==> src/rtl/gnn_0_example_load.sv <==
`default_nettype none
// gnn_0_example_load: streams N 64-byte beats from DRAM into one of two on-chip buffers,
// splitting the read into AXI bursts of at most 16 beats that never cross a 4 KB page.
module gnn_0_example_load (
   input  logic         aclk,
   input  logic         areset,
   input  logic         ap_start,
   output logic         ap_done,
   input  logic [63:0]  ctrl_addr_offset,
   input  logic [127:0] ctrl_instruction,
   output logic         m_axi_arvalid,
   input  logic         m_axi_arready,
   output logic [63:0]  m_axi_araddr,
   output logic [7:0]   m_axi_arlen,
   input  logic         m_axi_rvalid,
   output logic         m_axi_rready,
   input  logic [511:0] m_axi_rdata,
   input  logic         m_axi_rlast,
   output logic         load_write_buffer_1_wen,
   output logic [10:0]  load_write_buffer_1_addr,
   output logic [511:0] load_write_buffer_1_data,
   output logic         load_write_buffer_2_wen,
   output logic [10:0]  load_write_buffer_2_addr,
   output logic [511:0] load_write_buffer_2_data
);

   typedef enum logic [1:0] {IDLE = 2'd0, ISSUE = 2'd1, DRAIN = 2'd2, DONE = 2'd3} state_t;

   state_t         state_q, state_d;
   logic [63:0]    next_addr_q;
   logic [15:0]    issue_rem_q, recv_rem_q, recv_rem_d;
   logic [2:0]     outst_q, outst_d;
   logic [3:0]     len_fifo_q [4];
   logic [1:0]     fifo_wr_q, fifo_rd_q;
   logic [3:0]     head_cnt_q;
   logic [10:0]    wr_addr_q;
   logic           sel_q;
   logic           arvalid_q, rready_q, ap_done_q, wen1_q, wen2_q;
   logic [63:0]    araddr_q;
   logic [7:0]     arlen_q;
   logic [10:0]    buf_addr_q;
   logic [511:0]   buf_data_q;

   logic           ar_hs, r_hs, burst_done, can_issue;
   logic [15:0]    start_n;
   logic [63:0]    start_base;
   logic [6:0]     beats_to_4k;
   logic [4:0]     len_cap, burst_len;
   logic           unused_bits;

   assign start_n     = ctrl_instruction[95:80];
   assign start_base  = (ctrl_addr_offset + {32'd0, ctrl_instruction[127:96]}) & ~64'h3F;
   assign unused_bits = ^{m_axi_rlast, ctrl_instruction[79:43], ctrl_instruction[31:1]};

   assign ar_hs      = arvalid_q & m_axi_arready;
   assign r_hs       = m_axi_rvalid & rready_q;
   // Bursts return in order, so the FIFO head is always the burst currently receiving data.
   assign burst_done = r_hs && (outst_q != 3'd0) && (head_cnt_q == len_fifo_q[fifo_rd_q]);
   assign outst_d    = outst_q + {2'b00, ar_hs} - {2'b00, burst_done};
   assign recv_rem_d = (r_hs && (recv_rem_q != 16'd0)) ? recv_rem_q - 16'd1 : recv_rem_q;

   assign beats_to_4k = 7'd64 - {1'b0, next_addr_q[11:6]};
   assign len_cap     = (issue_rem_q > 16'd16) ? 5'd16 : issue_rem_q[4:0];
   assign burst_len   = ({2'b00, len_cap} > beats_to_4k) ? beats_to_4k[4:0] : len_cap;
   assign can_issue   = (state_q == ISSUE) && (!arvalid_q || ar_hs) &&
                        (issue_rem_q != 16'd0) && (outst_d < 3'd4);

   always_comb begin
      state_d = state_q;
      case (state_q)
         IDLE:    if (ap_start) state_d = (start_n == 16'd0) ? DONE : ISSUE;
         ISSUE:   if (ar_hs && (issue_rem_q == 16'd0))
                     state_d = (recv_rem_d == 16'd0) ? DONE : DRAIN;
         DRAIN:   if (recv_rem_d == 16'd0) state_d = DONE;
         default: state_d = IDLE;
      endcase
   end

   always_ff @(posedge aclk or negedge areset) begin
      if (!areset) begin
         state_q     <= IDLE;
         next_addr_q <= '0;
         issue_rem_q <= '0;
         recv_rem_q  <= '0;
         outst_q     <= '0;
         for (int i = 0; i < 4; i++) len_fifo_q[i] <= '0;
         fifo_wr_q   <= '0;
         fifo_rd_q   <= '0;
         head_cnt_q  <= '0;
         wr_addr_q   <= '0;
         sel_q       <= 1'b0;
         arvalid_q   <= 1'b0;
         rready_q    <= 1'b0;
         ap_done_q   <= 1'b0;
         wen1_q      <= 1'b0;
         wen2_q      <= 1'b0;
         araddr_q    <= '0;
         arlen_q     <= '0;
         buf_addr_q  <= '0;
         buf_data_q  <= '0;
      end else begin
         state_q    <= state_d;
         ap_done_q  <= (state_q == DONE);
         rready_q   <= (state_d == ISSUE) || (state_d == DRAIN);
         outst_q    <= outst_d;
         recv_rem_q <= recv_rem_d;

         wen1_q <= 1'b0;
         wen2_q <= 1'b0;
         if (r_hs && (recv_rem_q != 16'd0)) begin
            wen1_q     <= ~sel_q;
            wen2_q     <= sel_q;
            buf_addr_q <= wr_addr_q;
            buf_data_q <= m_axi_rdata;
            wr_addr_q  <= wr_addr_q + 11'd1;
         end

         if (burst_done) begin
            fifo_rd_q  <= fifo_rd_q + 2'd1;
            head_cnt_q <= 4'd0;
         end else if (r_hs && (outst_q != 3'd0)) begin
            head_cnt_q <= head_cnt_q + 4'd1;
         end

         if (ar_hs) begin
            len_fifo_q[fifo_wr_q] <= arlen_q[3:0];
            fifo_wr_q             <= fifo_wr_q + 2'd1;
         end

         // A new burst may be presented in the same cycle the previous one is accepted.
         if (can_issue) begin
            arvalid_q   <= 1'b1;
            araddr_q    <= next_addr_q;
            arlen_q     <= {3'b000, burst_len - 5'd1};
            next_addr_q <= next_addr_q + {53'd0, burst_len, 6'd0};
            issue_rem_q <= issue_rem_q - {11'd0, burst_len};
         end else if (ar_hs) begin
            arvalid_q <= 1'b0;
         end

         if ((state_q == IDLE) && ap_start) begin
            next_addr_q <= start_base;
            issue_rem_q <= start_n;
            recv_rem_q  <= start_n;
            wr_addr_q   <= ctrl_instruction[42:32];
            sel_q       <= ctrl_instruction[0];
            fifo_wr_q   <= 2'd0;
            fifo_rd_q   <= 2'd0;
            head_cnt_q  <= 4'd0;
            outst_q     <= 3'd0;
         end
      end
   end

   assign ap_done                  = ap_done_q;
   assign m_axi_arvalid            = arvalid_q;
   assign m_axi_araddr             = araddr_q;
   assign m_axi_arlen              = arlen_q;
   assign m_axi_rready             = rready_q;
   assign load_write_buffer_1_wen  = wen1_q;
   assign load_write_buffer_1_addr = buf_addr_q;
   assign load_write_buffer_1_data = buf_data_q;
   assign load_write_buffer_2_wen  = wen2_q;
   assign load_write_buffer_2_addr = buf_addr_q;
   assign load_write_buffer_2_data = buf_data_q;

endmodule
`default_nettype wire

==> config.mk <==
export PLATFORM = sky130hd
export DESIGN_NAME = gnn_0_example_load
export DESIGN_NICKNAME = d
export VERILOG_FILES = /design/src/rtl/gnn_0_example_load.sv
export SDC_FILE = /design/constraint.sdc
export NUM_CORES = 2
export LEC_CHECK = 0
export BUFFER_PORTS_ARGS = -buffer_cell sky130_fd_sc_hd__clkbuf_2
export CAP_MARGIN = 20
export CORE_AREA = 4 4 716 718
export DETAILED_ROUTE_END_ITERATION = 6
export DIE_AREA = 0 0 720 722
export GPL_ROUTABILITY_DRIVEN = 0
export PLACE_DENSITY = 0.3
export SYNTH_ARGS = -nofsm -noshare
export SYNTH_HDL_FRONTEND = slang
export SYNTH_SLANG_ARGS = --single-unit
==> constraint.sdc <==
create_clock -name aclk -period 8.6 [get_ports aclk]
set_clock_uncertainty 0.05 [all_clocks]
set_input_delay 2.58 -clock aclk [delete_from_list [all_inputs] [get_ports aclk]]
set_output_delay 2.58 -clock aclk [all_outputs]
set_load 0.01 [all_outputs]
==> metrics <==
status=finished, final reports clean; delay-heaviest family, CP=simple AND/OR/NAND/NOR gates; Port Buffers=1754; Core Box Area=slightly above 500000 sq um; drt initial violations=approximately 2300; clock-pin slew on the worst setup and hold paths=~0.060 ns; type of the most critical hold path=reg2reg; Hold Crit Depth=1; VDD IR max=between 0.0002 and 0.00025 V; Final HPWL DP=303.7 mm; mux share of post-synthesis cell area=~1.3%; Post-Syn Instances=4231; FILL cells=~60000; postcts setup bufs=0; DR vias=about 35000; Worst EP arrival=about 7.2 ns; worst setup path end=next_addr_q[60]$_DFFE_PN0P_; CP startpoint kind=input port; mapped cell area=roughly 36000 sq um; RSZ-0062 raised after global routing=false; r2r startpoint=issue_rem_q[7]$_DFFE_PN0P_; WP data required=between 9 and 10 ns; Total GRT Usage=between 10% and 20%; Root Buffer=clkbuf_16; Yosys warnings=0; Pre-antenna DRT Iters=5; Max Clock Freq=between 0.15 and 0.2 GHz; worst-case clock buffer depth=4; part of the Yosys area used for sequential elements=49.66%; crit path cell chain=clkbuf_2 -> nand2_1 -> or2_2 -> nor2_1 -> ha_1 -> inv_1 -> ha_1 -> fa_1 -> xor3_1 -> nand4b_1 -> a21o_4 -> or3_1 -> inv_1 -> nand4_1 -> or4_1 -> a31oi_1; first-pass GRT wire length=426.9 mm; setup TNS=0 ns; Slew HR=a little over a quarter; fraction of layout cells with a size suffix above 1=37.01%; Worst-Margin Slew=about 1.1 ns; dominant combinational cell family by area after synthesis=simple AND/OR/NAND/NOR gates; Crit path depth=16; crit path max fanout=26; RR Endpoint=next_addr_q[63]$_DFFE_PN0P_; Final setup viols=0; fin crit share=between 70% and 80%; Die Area=approximately 520000 sq um; Period minus WS final=6.449 ns; synthesized flop and latch total=722; max_cap viols=0; gr ovfl total=0; commonest non-fill, non-tap cell in the layout=nand2_1; PwrDens=approximately 380 nW/um^2; Post-Synth Adder-Cell Area=~2.0%; crit path capture type=register; Area Overhead vs Synth=46.30%; xor and xnor fraction of the mapped netlist area=under 10%; ys flop type=dfrtp_1; complex-gate fraction of the synthesized area=under 10%; FP Rows=about 260; layout net count=roughly 6200; drt drc=0; CP peak stage delay=~0.70 ns; initial antenna violation count=roughly 250; routed vias/inst=2.848; Power Total=20.27 mW; FF-to-FF setup slack=approximately 2.2 ns; final wirelength=between 300 and 400 mm; I/O pin total=1833; async set-reset flop share out of synthesis=100.0%; WL/cell=~28 um; commonest cells after routing, fill and taps aside=nand2_1, clkbuf_2, dfrtp_1, clkbuf_16, nor2_1; vias in the first global route=around 34000; initial core utilization=roughly 7.2%; Post-Syn Area per Cell=roughly 8.6 sq um; CTS tree=yes; clk sinks=between 700 and 800; post-cts resize count=0; Synth area leaders=dfrtp_1, nand2_1, buf_4; pin count of the biggest net entering global routing=approximately 150; Worst-Skew Late Latency=0.83 ns; # hold bufs at CTS=0; synth unique cells=95; Worst Reg-to-Reg Cells=19; Horiz. Die Dim=roughly 700 um; Post-Synth Simple-Gate Area=about a quarter; post-synth top area share=49.66%; DIE HEIGHT=~720 um; Detail Route Antenna Nets=0; critical path class=in2reg; CTS Buf Count=108; Synth area leader=dfrtp_1; slowest stage cell, crit path=or3_1; Leak=~26 nW; CP bufs+invs=3; Fin. Hold Viols=0; H-Tree Depth=3; fin. max-slew vios=0; Worst setup startpoint=m_axi_rvalid; Post-synth EDFFs=0
## sequential cells by signal, indices dropped and copies added, names as in the netlist, 3 cells and up
register                  cells
recv_rem_q                   16
m_axi_arlen                   5
load_write_buffer_1_data    512
load_write_buffer_1_addr     11
head_cnt_q                    4
issue_rem_q                  16
len_fifo_q                   16
m_axi_araddr                 58
wr_addr_q                    11
outst_q                       3
next_addr_q                  58
## stage by stage
step	utilization [%]	hold slack, ns	area (sq um)	instances	setup slack [ns]
finish	10.54	0.4123	53220	12284	2.151
global route	10.52	0.4322	53140	12249	1.511
CTS	10.51	0.4120	53090	12232	1.993
detailed placement	9.781	0.3997	49410	12038	1.293
global placement	9.779	0.4073	49400	12037	1.274
floorplan	-	0.3670	36410	4239	2.666
## cell usage after synthesis, types with 19 or more instances
master / count
nand2_1: 1863
dfrtp_1: 722
buf_4: 537
clkbuf_1: 113
nor2_1: 91
o21ai_0: 89
xnor2_1: 70
a21oi_1: 66
nand3_1: 64
xor2_1: 59
ha_1: 56
buf_2: 55
nor3_1: 43
inv_1: 41
nor4_1: 31
nand4_1: 30
and3_1: 28
mux2i_1: 19
## where the power goes
| part | internal, mW | leakage, nW | switching, mW |
|---|---|---|---|
| logic | 2.67 | 15.4 | 6.25 |
| clock network | 2.83 | 1.82 | 1.99 |
| registers | 4.69 | 8.82 | 1.84 |
| total | 10.2 | 26.0 | 10.1 |
## worst register-to-register path, stage by stage, from the launching register on
cell,delay (ns)
dfrtp_1,0.45
nor4_2,0.39
and3_1,0.64
and2_2,0.32
ha_1,0.27
a21o_1,0.17
a31oi_1,0.21
and2_1,0.32
nor2_1,0.16
o21ai_0,0.58
ha_1,0.41
o21ai_0,0.11
o211ai_1,0.22
a32oi_1,0.09
o21ai_0,0.17
a41oi_1,0.35
nand3b_1,0.63
nor4_1,0.52
xnor2_1,0.17
a21oi_1,0.08
## area by class of cell
class | instances | area (sq um) | area share [%]
Clock buffer | 141 | 2967 | 5.574
Clock inverter | 53 | 713.2 | 1.340
Tap cell | 6706 | 8391 | 15.76
Timing Repair Buffer | 1806 | 9358 | 17.58
Inverter | 41 | 153.9 | 0.2892
Multi-Input combinational cell | 2763 | 13440 | 25.26
Sequential cell | 722 | 18070 | 33.95
Antenna cell | 52 | 130.1 | 0.2445
## worst min-delay path by stage
stage	start	end	slack (ns)
after floorplan	sel_q$_DFFE_PN0P_	load_write_buffer_1_wen$_DFF_PN0_	0.37
after global placement	sel_q$_DFFE_PN0P_	load_write_buffer_1_wen$_DFF_PN0_	0.41
after detailed placement	sel_q$_DFFE_PN0P_	load_write_buffer_1_wen$_DFF_PN0_	0.40
after CTS	sel_q$_DFFE_PN0P_	load_write_buffer_1_wen$_DFF_PN0_	0.41
after global routing	sel_q$_DFFE_PN0P_	load_write_buffer_1_wen$_DFF_PN0_	0.43
final	sel_q$_DFFE_PN0P_	load_write_buffer_1_wen$_DFF_PN0_	0.41
## routing by layer
layer | vias up | GRT usage [%] | routed length, um
li1 | 15542 | - | -
met1 | 16966 | 15.14 | 139200
met2 | 1730 | 19.66 | 151600
met3 | 563 | 8.067 | 49310
met4 | 184 | 2.499 | 7368
met5 | - | 0.4531 | 1259
## kinds of logic after synthesis
group                    Yosys count
AND/OR/NAND/NOR                 2237
buffers and inverters            754
flip-flops                       722
AO/OA/AOI/OAI                    290
XOR/XNOR                         130
adder cells (fa/ha/maj)           57
multiplexers                      40
other                              1
Power figures use the tool's default switching activity.
